==> src/rtl/lift_call_scheduler.sv <==
// SCAN call scheduler for a 4-floor lift: latches hall calls, issues one target at a time, dwells after arrival.
// Build option: define CALL_DEBOUNCE_EN for synchronized, 3-sample-debounced call capture.
module lift_call_scheduler #(
  parameter int DWELL_CYCLES = 4
) (
  input  logic       clk,
  input  logic       reset,
  input  logic [3:0] call_btn,
  input  logic [3:0] cur_floor,
  input  logic       stop,
  input  logic       door,
  output logic [3:0] req_floor,
  output logic [3:0] pending,
  output logic       dir_up,
  output logic       busy,
  output logic       fault
);

  typedef enum logic [1:0] {S_IDLE, S_SERVE, S_DWELL} state_t;

  state_t     r_state, w_state_next;
  logic [3:0] r_req, w_req_next;
  logic [3:0] r_pending, w_pending_next;
  logic       r_dir, w_dir_next;
  logic [7:0] r_cnt, w_cnt_next;
  logic [3:0] w_rise;
  logic [3:0] w_clr;
  logic       w_onehot;

`ifdef CALL_DEBOUNCE_EN
  logic [3:0] r_sync1, r_sync2, r_hist0, r_hist1, r_press_prev;
  logic [3:0] w_pressed;

  // A call counts once the synchronized level has been high for three samples.
  assign w_pressed = r_sync2 & r_hist0 & r_hist1;
  assign w_rise    = w_pressed & ~r_press_prev;

  always_ff @(posedge clk) begin
    if (reset) begin
      r_sync1      <= call_btn;
      r_sync2      <= call_btn;
      r_hist0      <= call_btn;
      r_hist1      <= call_btn;
      r_press_prev <= call_btn;
    end else begin
      r_sync1      <= call_btn;
      r_sync2      <= r_sync1;
      r_hist0      <= r_sync2;
      r_hist1      <= r_hist0;
      r_press_prev <= w_pressed;
    end
  end
`else
  logic [3:0] r_btn_prev;

  assign w_rise = call_btn & ~r_btn_prev;

  always_ff @(posedge clk) begin
    r_btn_prev <= call_btn;
  end
`endif

  assign w_onehot = (cur_floor != 4'b0000) && ((cur_floor & (cur_floor - 4'd1)) == 4'b0000);

  // SCAN target selection from the current position and sweep direction.
  logic [1:0] w_cur_idx;
  logic [1:0] w_up_idx, w_dn_idx;
  logic       w_up_found, w_dn_found;
  logic [3:0] w_sel;
  logic       w_sel_dir;

  always_comb begin
    w_cur_idx  = 2'd0;
    w_up_idx   = 2'd0;
    w_dn_idx   = 2'd0;
    w_up_found = 1'b0;
    w_dn_found = 1'b0;
    for (int i = 0; i < 4; i++) begin
      if (cur_floor[i]) w_cur_idx = 2'(i);
    end
    for (int i = 3; i >= 0; i--) begin
      if (r_pending[i] && (i > int'(w_cur_idx))) begin
        w_up_idx   = 2'(i);
        w_up_found = 1'b1;
      end
    end
    for (int i = 0; i < 4; i++) begin
      if (r_pending[i] && (i < int'(w_cur_idx))) begin
        w_dn_idx   = 2'(i);
        w_dn_found = 1'b1;
      end
    end
    w_sel     = 4'b0000;
    w_sel_dir = r_dir;
    if ((r_pending & cur_floor) != 4'b0000) begin
      w_sel = cur_floor;
    end else if (r_dir) begin
      if (w_up_found) begin
        w_sel = 4'b0001 << w_up_idx;
      end else begin
        w_sel     = 4'b0001 << w_dn_idx;
        w_sel_dir = 1'b0;
      end
    end else begin
      if (w_dn_found) begin
        w_sel = 4'b0001 << w_dn_idx;
      end else begin
        w_sel     = 4'b0001 << w_up_idx;
        w_sel_dir = 1'b1;
      end
    end
  end

  always_comb begin
    w_state_next = r_state;
    w_req_next   = r_req;
    w_dir_next   = r_dir;
    w_cnt_next   = r_cnt;
    w_clr        = 4'b0000;
    // A bad floor code freezes the sequencer; call capture keeps running.
    if (w_onehot) begin
      case (r_state)
        S_IDLE: begin
          if (r_pending != 4'b0000) begin
            w_req_next   = w_sel;
            w_dir_next   = w_sel_dir;
            w_state_next = S_SERVE;
          end
        end
        S_SERVE: begin
          if ((cur_floor == r_req) && stop && door) begin
            w_clr        = r_req;
            w_req_next   = 4'b0000;
            w_cnt_next   = 8'(DWELL_CYCLES - 1);
            w_state_next = S_DWELL;
          end
        end
        S_DWELL: begin
          if (r_cnt == 8'd0) w_state_next = S_IDLE;
          else               w_cnt_next   = r_cnt - 8'd1;
        end
        default: w_state_next = S_IDLE;
      endcase
    end
    w_pending_next = (r_pending | w_rise) & ~w_clr;
  end

  always_ff @(posedge clk) begin
    if (reset) begin
      r_state   <= S_IDLE;
      r_req     <= 4'b0000;
      r_pending <= 4'b0000;
      r_dir     <= 1'b1;
      r_cnt     <= 8'd0;
    end else begin
      r_state   <= w_state_next;
      r_req     <= w_req_next;
      r_pending <= w_pending_next;
      r_dir     <= w_dir_next;
      r_cnt     <= w_cnt_next;
    end
  end

  assign req_floor = w_onehot ? r_req : 4'b0000;
  assign pending   = r_pending;
  assign dir_up    = r_dir;
  assign busy      = (r_state != S_IDLE);
  assign fault     = ~w_onehot;

endmodule

==> config.mk <==
export PLATFORM = sky130hd
export DESIGN_NAME = lift_call_scheduler
export DESIGN_NICKNAME = d
export VERILOG_FILES = /design/src/rtl/lift_call_scheduler.sv
export SDC_FILE = /design/constraint.sdc
export NUM_CORES = 1
export LEC_CHECK = 0
export BUFFER_PORTS_ARGS = -buffer_cell sky130_fd_sc_hd__buf_2
export CORE_MARGIN = 2
export CORE_UTILIZATION = 59
export DETAILED_ROUTE_END_ITERATION = 8
export MAX_ROUTING_LAYER = met4
export PLACE_DENSITY = 0.83
export SLEW_MARGIN = 40
export SYNTH_ARGS = -nofsm -noshare
export SYNTH_HDL_FRONTEND = slang
export SYNTH_SLANG_ARGS = --single-unit
export TNS_END_PERCENT = 5
==> constraint.sdc <==
create_clock -name clk -period 3.15 [get_ports clk]
set_input_delay 0.1575 -clock clk [delete_from_list [all_inputs] [get_ports clk]]
set_output_delay 0.1575 -clock clk [all_outputs]
set_load 0.02 [all_outputs]
==> results.txt, run 1 <==
status - finished clean
Total Power - 0.5770 mW
largest family of logic cells by synthesized area - simple AND/OR/NAND/NOR gates
maximum clock rate - 496.6 MHz
Place WS - 1.192 ns
Clock Skew - 0.01254 ns
Clock Power Share - 0.252
Netlist cell types - 44
Final Hold Fails - 0
gr ovfl total - 0
Layout area overhead - 12.13%
Max transition margin - 0.5984
width of the die - 51.30 um
sequential area share after synthesis - 0.3488
Clock Latency Late Sink - 0.32 ns
Reg area - 460.4 um^2
first-pass GRT wire length - 5375 um
port bufs - 22
MaxCap Viol Count - 0
initial antenna violation count - 0
antenna-violating nets left - 0
Detailed Place HPWL - 2421 um
# hold bufs at CTS - 4
cell count after synthesis - 151
Worst Hold Launch - reset
chip height - 51.30 um
Async SR Flop Fraction - 0
Critical Path Fanout Max - 8
CTS tree - yes
Setup violations, final - 0
clk buf depth - 2
Psw - 0.1837 mW
via count - 1336
die area - 0.002632 mm^2
crit path launch type - flop
Synth Register Bits - 23
Switching Share - 0.3184
Clock Pin Slew Worst Setup and Hold Paths - 0.15 ns
Sinks on Clock Net - 23
share of cells above drive strength 1 - 0.2114
drt drc - 0
Worst VDD drop - 0.2542 mV
CTS root buf - clkbuf_4
1st-pass router iterations - 6
reg2reg end - dir_up
Post-Synth Simple-Gate Area - 0.2682
drt initial violations - 38
Int Pwr - 0.3933 mW
mapped cell area - 0.001320 mm^2
hold worst-path end - r_state[1]
drt total wl - 3450 um
postcts setup bufs - 0
final worst slack - 1.136 ns
period utilization - 0.6393
Worst Hold Class - in -> reg
vias in the first global route - 1209
reg2reg start - pending[2]
Fill cells - 200
multi-input combinational cell area - 769.5 um^2
worst reg2reg setup slack - 1.14 ns
GPL Wtd Cong - 0.8808
I/O pin count - 23
PostCTS Resize Cnt - 0
R2R depth - 5
Row Count - 17
Worst Setup End Kind - flop
syn_nets - 165
routed len/inst - 17.00 um
# H-tree levels - 1
setup TNS - 0 ns
yosys warns - 0
CP Class - reg -> reg
Top FF cell, synth - dfxtp_1
Global Route Usage Sum - 0.2772
Core ar. - 0.002170 mm^2
RSZ-0062 raised after global routing - no
CP required - 3.35 ns
Post-synth EDFFs - 0
nets - 190
Avg Cell Area, Syn - 8.742 um^2
Seq pwr share - 0.547
n_diodes - 0
multiplexer area fraction after synthesis - 0
post-DR vias/cell - 6.581
Synth Area in Compound Gates - 0.2588
Num CTS Buffers - 3
Synth Area in XOR/XNOR - 0.03318
Initial Utilization - 0.6084
hold path cells - 2
Arr. time, crit path - 2.21 ns
Slew Limit Fails - 0
logic gate share of total power - 0.201
largest net degree at the start of global routing - 29
Worst Tran Pin Value - 0.5978 ns
LEAKAGE - 0.5918 nW
Synth Area in Adders - 0.01896
Period minus WS final - 2.014 ns
PwrDens - 389.8 mW/mm^2
## metrics by stage
step	utilization	hold slack, ns	area (um^2)	std cells
after floorplan	-	0.1852	1320	151
after global placement	0.6488	0.2696	1408	195
after detailed placement	0.6488	0.2761	1408	195
after CTS	0.6799	0.09538	1475	203
after global routing	0.6822	0.1171	1480	203
final	0.6822	0.08660	1480	203
## state kept, by name, summed over array words and instances (netlist names)
signal	cells
dir_up	1
r_btn_prev	4
r_state	2
r_cnt	8
r_req	4
pending	4
## routing by layer
layer	up-vias	wire length (um)	global-route usage
li1	616	-	-
met1	644	1441	0.3212
met2	64	1744	0.4632
met3	12	168	0.03801
met4	0	95	0.1535
met5	-	0	-
## cell usage in the layout (no fill, tap or decap), drive strengths merged, types with 2 or more instances in the layout
cell / instances
a211oi: 2
a21oi: 14
a221oi: 2
a31oi: 2
buf: 23
clkbuf: 3
dfxtp: 23
dlygate4sd3: 4
ha: 2
inv: 8
nand2: 11
nand2b: 4
nor2: 8
nor2b: 8
nor3: 4
nor4: 3
nor4b: 2
o21ai: 9
o2bb2ai: 2
o31ai: 8
or3: 5
or4: 7
xor2: 4
## power groups by stage
| stage | Clock, mW | Sequential [mW] | Combinational (mW) |
|---|---|---|---|
| 4_1_cts | 0.143 | 0.315 | 0.113 |
| 6_report | 0.146 | 0.315 | 0.116 |
| 2_1_floorplan | 0 | 0.323 | 0.0771 |
| 3_5_place_dp | 0 | 0.321 | 0.109 |
| 3_3_place_gp | 0 | 0.320 | 0.104 |
| 5_1_grt | 0.150 | 0.317 | 0.126 |
## worst max-delay path, cell delays in order, from the launching register on
cell,delay [ns]
dfxtp_1,0.40
a222oi_1,0.51
nand2_1,0.29
or3_1,0.40
o21ai_0,0.16
o311ai_1,0.12
## cells in the mapped netlist (all sizes together), types with 4 or more instances
cell	instances	area share
a21oi	14	0.056
inv	8	0.023
or4	7	0.040
nor2	8	0.023
nor3	4	0.024
nand2b	4	0.019
xor2	4	0.027
or3	5	0.025
dfxtp	23	0.35
nor2b	8	0.038
o31ai	8	0.045
o21ai	9	0.034
nand2	11	0.031
buf	4	0.026
## cell type report
type                    count  share of cell area
repair buffers             27              0.1065
clock inverters             1            0.003381
well taps                  28             0.02367
inverters                   8             0.02029
multi-input cells         113              0.5199
clock buffers               3             0.01522
flip-flops and latches     23              0.3111
## cell families after synthesis
logic type                 Yosys count
DFF                                 23
and+or+nand+nor                     58
xor gates and xnor gates             5
adders and majority gates            2
buffers and inverters               15
AOI/OAI and AO/OA                   48
## worst max-delay path by stage
stage	startpoint	endpoint	slack, ns
finish	pending[2]	dir_up	1.14
floorplan	r_cnt[0]	r_cnt[2]	1.40
global placement	cur_floor[2]	r_cnt[3]	1.30
detailed placement	cur_floor[2]	r_cnt[7]	1.19
CTS	r_req[2]	r_cnt[2]	1.19
global route	pending[2]	dir_up	1.04
(Power assumes the default switching activity.)
==> run 2, diff against run 1 <==
--- a/config.mk
+++ b/config.mk
@@ -7,10 +7,10 @@
 export LEC_CHECK = 0
 export BUFFER_PORTS_ARGS = -buffer_cell sky130_fd_sc_hd__buf_2
 export CORE_MARGIN = 2
-export CORE_UTILIZATION = 59
+export CORE_UTILIZATION = 54
 export DETAILED_ROUTE_END_ITERATION = 8
 export MAX_ROUTING_LAYER = met4
-export PLACE_DENSITY = 0.83
+export PLACE_DENSITY = 0.77
 export SLEW_MARGIN = 40
 export SYNTH_ARGS = -nofsm -noshare
 export SYNTH_HDL_FRONTEND = slang
==> constraint.sdc (replaced) <==
create_clock -name clk -period 1.9 [get_ports clk]
set_input_delay 0.095 -clock clk [delete_from_list [all_inputs] [get_ports clk]]
set_output_delay 0.095 -clock clk [all_outputs]
set_load 0.02 [all_outputs]
==> run 2 against run 1 <==
  * Non-clock buffer count up 7
  * Core utilization up 0.20 points
  * Register-to-register slack worse by 1.1 ns
  * Worst hold slack worse by 0.049 ns
  * Fmax rose by 8.9%
  * Combinational power up 74%
  * Clock power increased by 55%
  * Power rose by 64%
==> results.txt, run 2 (synthesis gave the netlist of run 1 again) <==
Final Cell Area - 0.001543 mm^2 (+4.2%)
I/O pin count - 23 (unchanged)
RSZ-0062 raised after global routing - yes
CP required - 2.16 ns (-1.19 ns)
Clock Latency Late Sink - 0.31 ns (about the same)
Setup violations, final - 0 (unchanged)
max reg flops - 8 (unchanged)
Slew Limit Fails - 0 (unchanged)
routed len/inst - 15.37 um (-9.6%)
port bufs - 22 (unchanged)
GR Layer Usage met3 - 0.03390 (-0.004113)
Core ar. - 0.002255 mm^2 (+3.9%)
status - finished clean
CTS tree - yes
crit path launch type - flop
Worst Setup End Kind - flop
MaxCap Viol Count - 0 (unchanged)
Final Hold Fails - 0 (unchanged)
maximum clock rate - 541.0 MHz (+8.9%)
Num CTS Buffers - 3 (unchanged)
1st-pass router iterations - 4 (-2)
drt drc - 0 (unchanged)
Detailed Place HPWL - 2432 um (+0.42%)
LEAKAGE - 0.6263 nW (+5.8%)
nets - 197 (+3.7%)
via count - 1290 (-3.4%)
met2 Use GR - 0.4444 (-0.01876)
Max stage delay on crit path - 0.52 ns (about the same)
chip height - 53.44 um (+4.2%)
Period minus WS final - 1.848 ns (-0.1653 ns)
CTS root buf - clkbuf_4
share of cells above drive strength 1 - 0.2692 (+0.05780)
WP buf/inv - 1 (+1)
final worst slack - 0.05158 ns (-1.085 ns)
CP delay by family, top - compound AO/OA/AOI/OAI gates
Fill cells - 208 (+4.0%)
Total Power - 0.9491 mW (+64%)
Place WS - 0.07171 ns (-1.121 ns)
Worst VDD drop - 0.4928 mV (+94%)
initial antenna violation count - 0 (unchanged)
R2R depth - 6 (+1)
Arr. time, crit path - 2.10 ns (-0.11 ns)
Worst path depth - 6 (+1)
first-pass GRT wire length - 5430 um (+1.0%)
Sinks on Clock Net - 23 (unchanged)
clk buf depth - 2 (unchanged)
GPL Wtd Cong - 0.8342 (-5.3%)
PwrDens - 615.2 mW/mm^2 (+58%)
drt initial violations - 44 (+16%)
post-DR vias/cell - 6.143 (-6.7%)
antenna-violating nets left - 0 (unchanged)
vias in the first global route - 1221 (+0.99%)
most frequent cells in the layout - buf_2, dfxtp_1, a21oi_1, nand2_1, o21ai_0
Critical Path Fanout Max - 14 (+6)
drt total wl - 3228 um (-6.4%)
Global Route Usage Sum - 0.2680 (-0.009174)
cells along the critical path - inv_1, ha_1, a311o_1, a21boi_4, or4_1, a21oi_2
hold_ws - 0.03719 ns (-0.04940 ns)
largest net degree at the start of global routing - 17 (-41%)
period utilization - 0.9729 (+0.3336)
width of the die - 53.44 um (+4.2%)
Worst Tran Pin Value - 0.4643 ns (-0.1335 ns)
Area after DPL - 0.001460 mm^2 (+3.7%)
Clock Skew - 0.002946 ns (-0.009596 ns)
GR peak layer - met2
Row Count - 17 (unchanged)
hold path cells - 2 (unchanged)
Biggest register - r_cnt
Initial Utilization - 0.5855 (-0.02296)
Worst path slowest cell - or4_1
commonest non-fill, non-tap cell in the layout - buf_2
final core utilization - 0.6842 (+0.002002)
Max transition margin - 0.6904 (+0.09208)
met1 Usage GRT - 0.3478 (+0.02666)
# H-tree levels - 1 (unchanged)
n_diodes - 0 (unchanged)
CP Class - reg -> reg
gr ovfl total - 0 (unchanged)
Clock Pin Slew Worst Setup and Hold Paths - 0.12 ns (-0.03 ns)
Worst Hold Class - in -> reg
die area - 0.002856 mm^2 (+8.5%)
Layout area overhead - 16.87%
run 2: cell type report:
cell class,count,area (um^2),area share
inverters,8,30.03,0.01946
flip-flops and latches,23,465.4,0.3017
clock buffers,4,26.28,0.01703
repair buffers,34,210.2,0.1363
well taps,28,35.03,0.02271
multi-input cells,113,775.7,0.5028
run 2: through the flow:
| stage | TNS, ns | cells |
|---|---|---|
| after CTS | 0 | 210 |
| after floorplan | 0 | 151 |
| after detailed placement | 0 | 202 |
| final | 0 | 210 |
| after global placement | 0 | 202 |
| after global routing | -0.05500 | 210 |
run 2: worst reg2reg max path: stages, from the launching register on:
cell and delay [ns]:
dfxtp_2 0.37, inv_1 0.07, ha_1 0.19, a311o_1 0.30
a21boi_4 0.20, or4_1 0.52, a21oi_2 0.15
run 2: routing by layer:
layer / up-vias / wire [um]
met5: - / 0
met4: 0 / 40
met3: 6 / 130
met2: 38 / 1600
met1: 616 / 1457
li1: 630 / -
run 2: worst paths after layout:
kind | start | endpoint | slack (ns)
max reg2reg | r_cnt[0] | r_cnt[5] | 0.05
min | reset | r_cnt[0] | 0.04
min reg2reg | r_cnt[7] | r_cnt[7] | 0.49
max | r_cnt[0] | r_cnt[5] | 0.05
run 2: power by group:
part	leakage (nW)	switching (mW)	internal, mW
sequential	0.190	0.0195	0.501
combinational	0.421	0.121	0.0808
clock	0.0150	0.145	0.0820
total	0.626	0.286	0.663
run 2: repair_timing:
action	CTS	global route
hold endpoints to repair	4	0
resized for setup	0	7
buffers inserted	0	0
setup endpoints to repair	0	6
hold buffers	4	0
